`src/rtl/fp_pe_pkg.sv`:
```
// rtl/fp_pe_pkg.sv - shared types, constants and helpers for the systolic FP MAC PE
package fp_pe_pkg;

  localparam int FLAG_W = 3;

  typedef struct packed {
    logic ovf;
    logic unf;
    logic exc;
  } fp_flags_t;

  typedef enum logic {
    IDLE  = 1'b0,
    ACCUM = 1'b1
  } pe_state_t;

  // Largest finite magnitude for the given format: exponent all-ones minus 1, mantissa all-ones
  function automatic logic [63:0] fp_max_finite(input logic sign, input int w_exponent,
                                                input int w_mantissa);
    logic [63:0] v;
    v = '0;
    for (int i = 0; i < w_mantissa; i++) v[i] = 1'b1;
    for (int i = 1; i < w_exponent; i++) v[w_mantissa+i] = 1'b1;
    v[w_mantissa+w_exponent] = sign;
    return v;
  endfunction

endpackage

```
`src/rtl/fp_adder.sv`:
```
// rtl/fp_adder.sv - combinational FP adder, round-to-nearest-even, subnormals flushed to zero
module FpAdder import fp_pe_pkg::*; #(
  parameter int W_MANTISSA = 8,
  parameter int W_EXPONENT = 8
) (
  input  logic [W_MANTISSA+W_EXPONENT:0] a,
  input  logic [W_MANTISSA+W_EXPONENT:0] b,
  output logic [W_MANTISSA+W_EXPONENT:0] s,
  output fp_flags_t                      flags
);
  localparam int M  = W_MANTISSA;
  localparam int E  = W_EXPONENT;
  localparam int G  = 3;
  localparam int EW = E + 2;
  localparam logic [E-1:0] EMAX = '1;

  logic         sa, sb, sl, ss, swap;
  logic [E-1:0] ea, eb, el, es, d;
  logic [M-1:0] ma, mb, ml, ms;
  logic         a_nan, b_nan, a_inf, b_inf, a_zero, b_zero;
  logic [M+G:0]   ml_x, ms_x, ms_sh, ms_al, norm;
  logic [M+G+1:0] sum;
  logic [EW-1:0]  lz, exp_n, exp_r;
  logic [M-1:0]   frac, frac_r;
  logic           guard, sticky, sh_sticky, found;

  assign {sa, ea, ma} = a;
  assign {sb, eb, mb} = b;
  assign a_nan  = (ea == EMAX) && (ma != '0);
  assign b_nan  = (eb == EMAX) && (mb != '0);
  assign a_inf  = (ea == EMAX) && (ma == '0);
  assign b_inf  = (eb == EMAX) && (mb == '0);
  assign a_zero = (ea == '0);
  assign b_zero = (eb == '0);
  assign swap   = {eb, mb} > {ea, ma};
  assign {sl, el, ml} = swap ? b : a;
  assign {ss, es, ms} = swap ? a : b;
  assign d = el - es;

  // Align the smaller operand, add or subtract, normalise, round, then resolve specials
  always_comb begin
    ml_x  = {1'b1, ml, {G{1'b0}}};
    ms_x  = {1'b1, ms, {G{1'b0}}};
    ms_sh = ms_x >> d;
    sh_sticky = 1'b0;
    for (int i = 0; i <= M + G; i++) begin
      if (i < int'(d)) sh_sticky = sh_sticky | ms_x[i];
    end
    ms_al = {ms_sh[M+G:1], ms_sh[0] | sh_sticky};
    if (sl == ss) sum = {1'b0, ml_x} + {1'b0, ms_al};
    else          sum = {1'b0, ml_x} - {1'b0, ms_al};
    lz    = '0;
    found = 1'b0;
    for (int i = M + G; i >= 0; i--) begin
      if (!found && sum[i]) begin
        lz    = EW'(M + G - i);
        found = 1'b1;
      end
    end
    if (sum[M+G+1]) begin
      norm  = {sum[M+G+1:2], sum[1] | sum[0]};
      exp_n = {2'b00, el} + EW'(1);
    end else begin
      norm  = sum[M+G:0] << lz;
      exp_n = {2'b00, el} - lz;
    end
    frac   = norm[M+G-1:G];
    guard  = norm[G-1];
    sticky = |norm[G-2:0];
    {exp_r, frac_r} = {exp_n, frac} + (EW+M)'(guard & (sticky | frac[0]));
    s     = {sl, exp_r[E-1:0], frac_r};
    flags = '0;
    if (a_nan || b_nan || (a_inf && b_inf && (sa != sb))) begin
      s         = {1'b0, EMAX, 1'b1, {(M-1){1'b0}}};
      flags.exc = 1'b1;
    end else if (a_inf) begin
      s = a;
    end else if (b_inf) begin
      s = b;
    end else if (a_zero && b_zero) begin
      s = {sa & sb, {(E+M){1'b0}}};
    end else if (a_zero) begin
      s = b;
    end else if (b_zero) begin
      s = a;
    end else if (!norm[M+G]) begin
      s = '0;
    end else if (!exp_r[EW-1] && (exp_r >= {2'b00, EMAX})) begin
      s         = {sl, EMAX, {M{1'b0}}};
      flags.ovf = 1'b1;
    end else if (exp_r[EW-1] || (exp_r == '0)) begin
      s         = {sl, {(E+M){1'b0}}};
      flags.unf = 1'b1;
    end
  end

endmodule

```
`src/rtl/fp_mult.sv`:
```
// rtl/fp_mult.sv - combinational FP multiplier, round-to-nearest-even, subnormals flushed to zero
module FpMult import fp_pe_pkg::*; #(
  parameter int W_MANTISSA = 8,
  parameter int W_EXPONENT = 8
) (
  input  logic [W_MANTISSA+W_EXPONENT:0] a,
  input  logic [W_MANTISSA+W_EXPONENT:0] b,
  output logic [W_MANTISSA+W_EXPONENT:0] p,
  output fp_flags_t                      flags
);
  localparam int M    = W_MANTISSA;
  localparam int E    = W_EXPONENT;
  localparam int EW   = E + 2;
  localparam int BIAS = (1 << (E - 1)) - 1;
  localparam logic [E-1:0] EMAX = '1;

  logic         sa, sb, sp;
  logic [E-1:0] ea, eb;
  logic [M-1:0] ma, mb;
  logic         a_nan, b_nan, a_inf, b_inf, a_zero, b_zero;
  logic [2*M+1:0] prod_raw;
  logic [M-1:0]  frac, frac_r;
  logic          guard, sticky;
  logic [EW-1:0] exp_s, exp_r;

  assign {sa, ea, ma} = a;
  assign {sb, eb, mb} = b;
  assign sp     = sa ^ sb;
  assign a_nan  = (ea == EMAX) && (ma != '0);
  assign b_nan  = (eb == EMAX) && (mb != '0);
  assign a_inf  = (ea == EMAX) && (ma == '0);
  assign b_inf  = (eb == EMAX) && (mb == '0);
  assign a_zero = (ea == '0);
  assign b_zero = (eb == '0);
  assign prod_raw = {{(M+1){1'b0}}, 1'b1, ma} * {{(M+1){1'b0}}, 1'b1, mb};

  // Normalise the significand product, round, then resolve special operands and range
  always_comb begin
    if (prod_raw[2*M+1]) begin
      frac   = prod_raw[2*M -: M];
      guard  = prod_raw[M];
      sticky = |prod_raw[M-1:0];
    end else begin
      frac   = prod_raw[2*M-1 -: M];
      guard  = prod_raw[M-1];
      sticky = |prod_raw[M-2:0];
    end
    exp_s = {2'b00, ea} + {2'b00, eb} - EW'(BIAS) + EW'(prod_raw[2*M+1]);
    {exp_r, frac_r} = {exp_s, frac} + (EW+M)'(guard & (sticky | frac[0]));
    p     = {sp, exp_r[E-1:0], frac_r};
    flags = '0;
    if (a_nan || b_nan || (a_inf && b_zero) || (b_inf && a_zero)) begin
      p         = {1'b0, EMAX, 1'b1, {(M-1){1'b0}}};
      flags.exc = 1'b1;
    end else if (a_inf || b_inf) begin
      p = {sp, EMAX, {M{1'b0}}};
    end else if (a_zero || b_zero) begin
      p = {sp, {(E+M){1'b0}}};
    end else if (!exp_r[EW-1] && (exp_r >= {2'b00, EMAX})) begin
      p         = {sp, EMAX, {M{1'b0}}};
      flags.ovf = 1'b1;
    end else if (exp_r[EW-1] || (exp_r == '0)) begin
      p         = {sp, {(E+M){1'b0}}};
      flags.unf = 1'b1;
    end
  end

endmodule

```
`src/rtl/fp_pe_accum_ctrl.sv`:
```
// rtl/fp_pe_accum_ctrl.sv - accumulation FSM, term counter, k latch and sticky flag tracking
module fp_pe_accum_ctrl import fp_pe_pkg::*; #(
  parameter int W_CNT = 8
) (
  input  logic             clk,
  input  logic             rstn,
  input  logic             clear,
  input  logic [W_CNT-1:0] k_len,
  input  logic             prod_valid,
  input  fp_flags_t        mult_flags,
  input  fp_flags_t        add_flags,
  output logic             acc_load,
  output logic             acc_add,
  output logic             emit,
  output logic             in_accum,
  output fp_flags_t        final_flags
);
  pe_state_t        state, next_state;
  logic [W_CNT-1:0] cnt, k_eff, k_now;
  fp_flags_t        acc_flags, term_flags;

  assign in_accum = (state == ACCUM);

  // Next state, datapath strobes and the flag set the current term would close with
  always_comb begin
    next_state = state;
    acc_load   = 1'b0;
    acc_add    = 1'b0;
    emit       = 1'b0;
    term_flags = mult_flags;
    k_now      = (k_len == '0) ? W_CNT'(1) : k_len;
    if (state == ACCUM) term_flags = fp_flags_t'(mult_flags | add_flags);
    if (!clear && prod_valid) begin
      case (state)
        IDLE: begin
          if (k_now == W_CNT'(1)) emit = 1'b1;
          else begin
            acc_load   = 1'b1;
            next_state = ACCUM;
          end
        end
        ACCUM: begin
          if (cnt == k_eff - W_CNT'(1)) begin
            emit       = 1'b1;
            next_state = IDLE;
          end else begin
            acc_add = 1'b1;
          end
        end
        default: next_state = IDLE;
      endcase
    end
    final_flags = (state == IDLE) ? term_flags : fp_flags_t'(acc_flags | term_flags);
  end

  // State register plus counter, k latch and running flags
  always_ff @(posedge clk or negedge rstn) begin
    if (!rstn) begin
      state     <= IDLE;
      cnt       <= '0;
      k_eff     <= '0;
      acc_flags <= '0;
    end else if (clear) begin
      state     <= IDLE;
      cnt       <= '0;
      acc_flags <= '0;
    end else begin
      state <= next_state;
      if (state == IDLE && prod_valid) k_eff <= k_now;
      if (emit) begin
        cnt       <= '0;
        acc_flags <= '0;
      end else if (acc_load) begin
        cnt       <= W_CNT'(1);
        acc_flags <= term_flags;
      end else if (acc_add) begin
        cnt       <= cnt + W_CNT'(1);
        acc_flags <= final_flags;
      end
    end
  end

endmodule

```
`src/rtl/fp_systolic_mac_pe.sv`:
```
// rtl/fp_systolic_mac_pe.sv - systolic FP MAC PE with counted accumulation; FP_PE_SATURATE_EN clamps overflowed Inf
module fp_systolic_mac_pe import fp_pe_pkg::*; #(
  parameter int W_MANTISSA = 8,
  parameter int W_EXPONENT = 8,
  parameter int W_CNT      = 8,
  parameter int PIPE_MULT  = 1,
  localparam int W_FP      = W_MANTISSA + W_EXPONENT + 1
) (
  input  logic              clk,
  input  logic              rstn,
  input  logic              clear,
  input  logic [W_CNT-1:0]  k_len,
  input  logic [W_FP-1:0]   a_in,
  input  logic              a_valid_in,
  input  logic [W_FP-1:0]   b_in,
  input  logic              b_valid_in,
  output logic [W_FP-1:0]   a_out,
  output logic              a_valid_out,
  output logic [W_FP-1:0]   b_out,
  output logic              b_valid_out,
  output logic [W_FP-1:0]   result,
  output logic              result_valid,
  output logic [FLAG_W-1:0] result_flags,
  output logic              err_misalign
);
  logic            accept, prod_valid, acc_load, acc_add, emit, in_accum;
  logic [W_FP-1:0] mult_p, prod, acc, sum, final_val, result_d;
  fp_flags_t       mult_f, prod_f, add_f, final_flags;

  // A clear in the same cycle as an operand pair wins and drops the pair
  assign accept = a_valid_in & b_valid_in & ~clear;

  // Systolic forwarding; deliberately independent of clear
  always_ff @(posedge clk or negedge rstn) begin
    if (!rstn) begin
      a_out       <= '0;
      a_valid_out <= 1'b0;
      b_out       <= '0;
      b_valid_out <= 1'b0;
    end else begin
      a_out       <= a_in;
      a_valid_out <= a_valid_in;
      b_out       <= b_in;
      b_valid_out <= b_valid_in;
    end
  end

  // Sticky misalignment: exactly one operand valid means that operand is dropped
  always_ff @(posedge clk or negedge rstn) begin
    if (!rstn)                          err_misalign <= 1'b0;
    else if (clear)                     err_misalign <= 1'b0;
    else if (a_valid_in ^ b_valid_in)   err_misalign <= 1'b1;
  end

  FpMult #(.W_MANTISSA(W_MANTISSA), .W_EXPONENT(W_EXPONENT)) u_mult (
    .a(a_in), .b(b_in), .p(mult_p), .flags(mult_f)
  );

  generate
    if (PIPE_MULT != 0) begin : g_pipe
      // Product register splits the multiplier from the accumulate loop
      always_ff @(posedge clk or negedge rstn) begin
        if (!rstn) begin
          prod       <= '0;
          prod_f     <= '0;
          prod_valid <= 1'b0;
        end else begin
          prod_valid <= accept;
          if (accept) begin
            prod   <= mult_p;
            prod_f <= mult_f;
          end
        end
      end
    end else begin : g_comb
      assign prod       = mult_p;
      assign prod_f     = mult_f;
      assign prod_valid = accept;
    end
  endgenerate

  FpAdder #(.W_MANTISSA(W_MANTISSA), .W_EXPONENT(W_EXPONENT)) u_add (
    .a(acc), .b(prod), .s(sum), .flags(add_f)
  );

  fp_pe_accum_ctrl #(.W_CNT(W_CNT)) u_ctrl (
    .clk(clk), .rstn(rstn), .clear(clear), .k_len(k_len), .prod_valid(prod_valid),
    .mult_flags(prod_f), .add_flags(add_f), .acc_load(acc_load), .acc_add(acc_add),
    .emit(emit), .in_accum(in_accum), .final_flags(final_flags)
  );

  // A single-term result is the bare product, so -0 survives
  assign final_val = in_accum ? sum : prod;

`ifdef FP_PE_SATURATE_EN
  logic final_inf;
  assign final_inf = (final_val[W_FP-2 -: W_EXPONENT] == '1) && (final_val[W_MANTISSA-1:0] == '0);
  assign result_d  = (final_inf && final_flags.ovf)
                   ? W_FP'(fp_max_finite(final_val[W_FP-1], W_EXPONENT, W_MANTISSA))
                   : final_val;
`else
  assign result_d = final_val;
`endif

  // Accumulator: first term loads directly, later terms add
  always_ff @(posedge clk or negedge rstn) begin
    if (!rstn)         acc <= '0;
    else if (clear)    acc <= '0;
    else if (acc_load) acc <= prod;
    else if (acc_add)  acc <= sum;
  end

  // Result framing: data and flags held between results, valid pulses once
  always_ff @(posedge clk or negedge rstn) begin
    if (!rstn) begin
      result       <= '0;
      result_flags <= '0;
      result_valid <= 1'b0;
    end else if (clear) begin
      result_valid <= 1'b0;
    end else begin
      result_valid <= emit;
      if (emit) begin
        result       <= result_d;
        result_flags <= final_flags;
      end
    end
  end

endmodule

```
`config.mk`:
```
export PLATFORM = sky130hd
export DESIGN_NAME = fp_systolic_mac_pe
export DESIGN_NICKNAME = d
export VERILOG_FILES = /design/src/rtl/fp_pe_pkg.sv /design/src/rtl/fp_adder.sv /design/src/rtl/fp_mult.sv /design/src/rtl/fp_pe_accum_ctrl.sv /design/src/rtl/fp_systolic_mac_pe.sv
export SDC_FILE = /design/constraint.sdc
export NUM_CORES = 1
export LEC_CHECK = 0
export BUFFER_PORTS_ARGS = -buffer_cell sky130_fd_sc_hd__buf_2
export CAP_MARGIN = 0
export CORE_ASPECT_RATIO = 1.2
export CORE_MARGIN = 1.5
export CORE_UTILIZATION = 45
export CTS_CLUSTER_DIAMETER = 80
export CTS_CLUSTER_SIZE = 8
export DETAILED_ROUTE_END_ITERATION = 10
export HOLD_SLACK_MARGIN = 0.06
export PLACE_DENSITY_LB_ADDON = 0.12
export SYNTH_ARGS = -nofsm -noshare
export SYNTH_HDL_FRONTEND = slang
export SYNTH_SLANG_ARGS = --single-unit
```
`constraint.sdc`:
```
create_clock -name clk -period 12.1 [get_ports clk]
set_input_delay 2.42 -clock clk [delete_from_list [all_inputs] [get_ports clk]]
set_output_delay 2.42 -clock clk [all_outputs]
set_load 0.05 [all_outputs]
```
==> results.json <==
{
  "worstMarginPinSlew_ns": 0.932,
  "synth_area_sq_mm": 0.0137,
  "design.die.area_sq_mm": 0.0316,
  "layout.nets": 1970,
  "grt_max_degree": 65,
  "synth_xor_area_frac": 0.0573,
  "vias_per_cell": 6.14,
  "cp_slowest_cell": "a311oi_1",
  "routed_wl_mm": 45.8,
  "pre_cts_ws_ns": 0.541,
  "clk_transition_reported_paths_ns": 0.06,
  "arrival_ns": 11.69,
  "relSlewSlack": 0.372,
  "worstSetupEndpointType": "flip-flop",
  "htreeDepth": 4,
  "ys_types": 112,
  "initial_core_util": 0.461,
  "timing.fmax_ghz": 0.0881,
  "globalRouteTotalUtil": 0.297,
  "path_max_fanout": 16,
  "powerDensity_mw_per_mm2": 271,
  "grt-ovfl-total": 0,
  "cts_max_path_buffers": 2,
  "syn_avg_cell_area_sq_um": 8.03,
  "synth_top_family_by_area": "compound AO/OA/AOI/OAI gates",
  "synth_cells": 1710,
  "drive_above_1_share": 0.142,
  "die_width_um": 162,
  "grt_pass1_wl_mm": 74.1,
  "finalHoldViolations": 0,
  "worst_hold_slack_ns": 0.469,
  "numPortBuffers": 104,
  "crit_path_max_incr_delay_ns": 0.78,
  "ant_nets": 0,
  "hold_path.class": "reg2reg",
  "initialDrtViolationCount": 1072,
  "finalCritPeriodShare": 0.938,
  "synth_edf_count": 0,
  "area_growth_pct": 10.6,
  "cts_root_buffer": "clkbuf_16",
  "antenna_found_initial": 0,
  "path_common_cell": "a21oi_1",
  "dp_hpwl_mm": 36.1,
  "synth_compound_area_frac": 0.239,
  "yosys.area_share.simple": 0.230,
  "fp.dieH_um": 194,
  "run_status": "complete, no violations",
  "muxShareOfSynthArea": 0.0360,
  "synth_flop_cell": "dfrtp_1",
  "synthArstFlopShare": 1.00,
  "clock_skew_ns": 0.0151,
  "num_vias": 13400,
  "ys_seq_area_frac": 0.211,
  "cp.required_ns": 12.43,
  "post-route-min-period_ns": 11.36,
  "std_cell_rows": 69,
  "cts_tree": "built",
  "cts_hold_buffers": 0,
  "slew_violations": 0,
  "drc": 0,
  "ir_worst_vdd_uv": 126,
  "first_pass_iters": 5,
  "setup_slack_ns": 0.744,
  "cts_buffers": 17,
  "io_pins": 105,
  "ys_ff_latch": 116,
  "setup_viol": 0,
  "synth_nets": 1903,
  "insertion_delay_ns": 0.43,
  "core_sq_mm": 0.0298,
  "p_leak_nw": 6.70,
  "critical_path_class": "reg2reg",
  "yosys.area_share.adder": 0.162,
  "cts_sinks": 116,
  "routedWlPerCell_um": 21.0,
  "yosysWarnings": 0,
  "cp-start-kind": "flip-flop",
  "grt_pass1_vias": 13600,
  "gp_congestion": 0.963,
  "cap_viol_max_count": 0,
  "num_antenna_cells": 0
}
[power breakdown]
| group | switching [mW] | leakage, nW | internal [mW] | total, mW |
|---|---|---|---|---|
| sequential | 0.0651 | 1.47 | 0.439 | 0.504 |
| combinational | 2.01 | 4.98 | 1.13 | 3.15 |
| clock | 0.202 | 0.253 | 0.262 | 0.464 |
[final timing paths]
kind	startpoint	slack (ns)	cells past startpoint	to
setup / recovery	prod[12]$_DFFE_PN0P_	0.74	45	acc[0]$_DFFE_PN0P_
hold reg to reg	result_flags[0]$_DFFE_PN0P_	0.47	2	result_flags[0]$_DFFE_PN0P_
hold / removal	result_flags[0]$_DFFE_PN0P_	0.47	2	result_flags[0]$_DFFE_PN0P_
max in group asynchronous	rstn	8.77	2	result[8]$_DFFE_PN0P_
setup reg to reg	prod[12]$_DFFE_PN0P_	0.74	45	acc[0]$_DFFE_PN0P_
min in group asynchronous	rstn	2.02	1	b_out[10]$_DFF_PN0_
[placed cells by master, fill, tap and decap left out, types with 19 or more instances in the layout]
cell	Yosys	layout
ha_1	93	92
nor2_1	164	162
a21o_1	25	25
buf_4	6	37
a31oi_1	25	25
and2_1	52	52
nand4_1	31	31
buf_2	13	103
a21oi_1	117	117
xor2_1	32	32
xnor2_1	56	55
mux2i_1	25	25
o21ai_0	82	82
nand2_1	149	149
nor4_1	20	19
dfrtp_1	116	116
a211oi_1	19	19
inv_1	123	123
nor3_1	42	42
fa_1	53	53
nand3_1	57	56
[worst max-delay path: cells and delay by family (launching register included)]
family	cells	cell delay [ns]
compound gates	19	4.12
simple gates	16	3.89
fa+ha+maj	4	1.66
flops	1	0.52
buf+inv	3	0.49
xor+xnor	2	0.46
mux	1	0.11
[layout make-up]
| cell class | count | area, sq um |
|---|---|---|
| clock buffers | 17 | 425 |
| multi-input cells | 1375 | 9990 |
| clock inverters | 15 | 109 |
| flip-flops and latches | 116 | 2900 |
| well taps | 390 | 488 |
| fillers | 2947 | 14600 |
| repair buffers | 140 | 793 |
| inverters | 127 | 477 |
[metrics by stage]
| stage | util | cell area, sq um | power [mW] | setup TNS [ns] | std cells |
|---|---|---|---|---|---|
| after global routing | 0.510 | 15200 | 4.45 | -0.0158 | 2180 |
| after detailed placement | 0.490 | 14600 | 3.57 | 0 | 2148 |
| after floorplan | - | 13700 | 2.79 | 0 | 1710 |
| final | 0.510 | 15200 | 4.12 | 0 | 2180 |
| after CTS | 0.508 | 15100 | 4.06 | 0 | 2180 |
| after global placement | 0.490 | 14600 | 3.57 | 0 | 2148 |
[state kept, by name, summed over array words and instances, names as in the netlist, 8 cells and up]
signal / flops
acc: 17
result: 17
u_ctrl.k_eff: 8
b_out: 17
u_ctrl.cnt: 8
a_out: 17
prod: 17
[logic make-up after synthesis]
kind of cell / Yosys count
fa+ha+maj: 146
buf+inv: 219
simple gates: 627
xor+xnor: 89
flops: 116
mux: 42
compound gates: 471
[per-layer routing]
| layer | share of wire | track usage | up-vias |
|---|---|---|---|
| li1 | - | - | 6287 |
| met5 | 0 | 0 | - |
| met4 | 0.050 | 0.147 | 0 |
| met1 | 0.40 | 0.352 | 6428 |
| met3 | 0.044 | 0.0292 | 143 |
| met2 | 0.50 | 0.531 | 533 |
[what timing repair did]
| item | in CTS | in global routing |
|---|---|---|
| resized for setup | 0 | 10 |
| buffers inserted | 0 | 0 |
| setup endpoints to repair | 0 | 36 |
[cells in the mapped netlist, drive strengths merged, types with 13 or more instances]
library cell  instances  area share
xor2                 33       0.022
nor2                168       0.047
nand4                32       0.015
nand2b               14      0.0064
mux2                 13       0.011
ha                   93       0.085
and2                 52       0.024
a21o                 25       0.014
inv                 124       0.034
buf                  26       0.012
a21boi               15      0.0085
a31oi                26       0.012
mux2i                25       0.018
clkbuf               66       0.018
a21oi               119       0.044
a211oi               23       0.014
xnor2                56       0.036
nand3                60       0.023
nor4                 22       0.012
o21ai                91       0.034
fa                   53       0.077
and3                 18      0.0086
nand2               150       0.041
o21bai               15      0.0082
dfrtp               116        0.21
nor3                 43       0.016
Note: power is estimated with default switching activity, not from simulation.
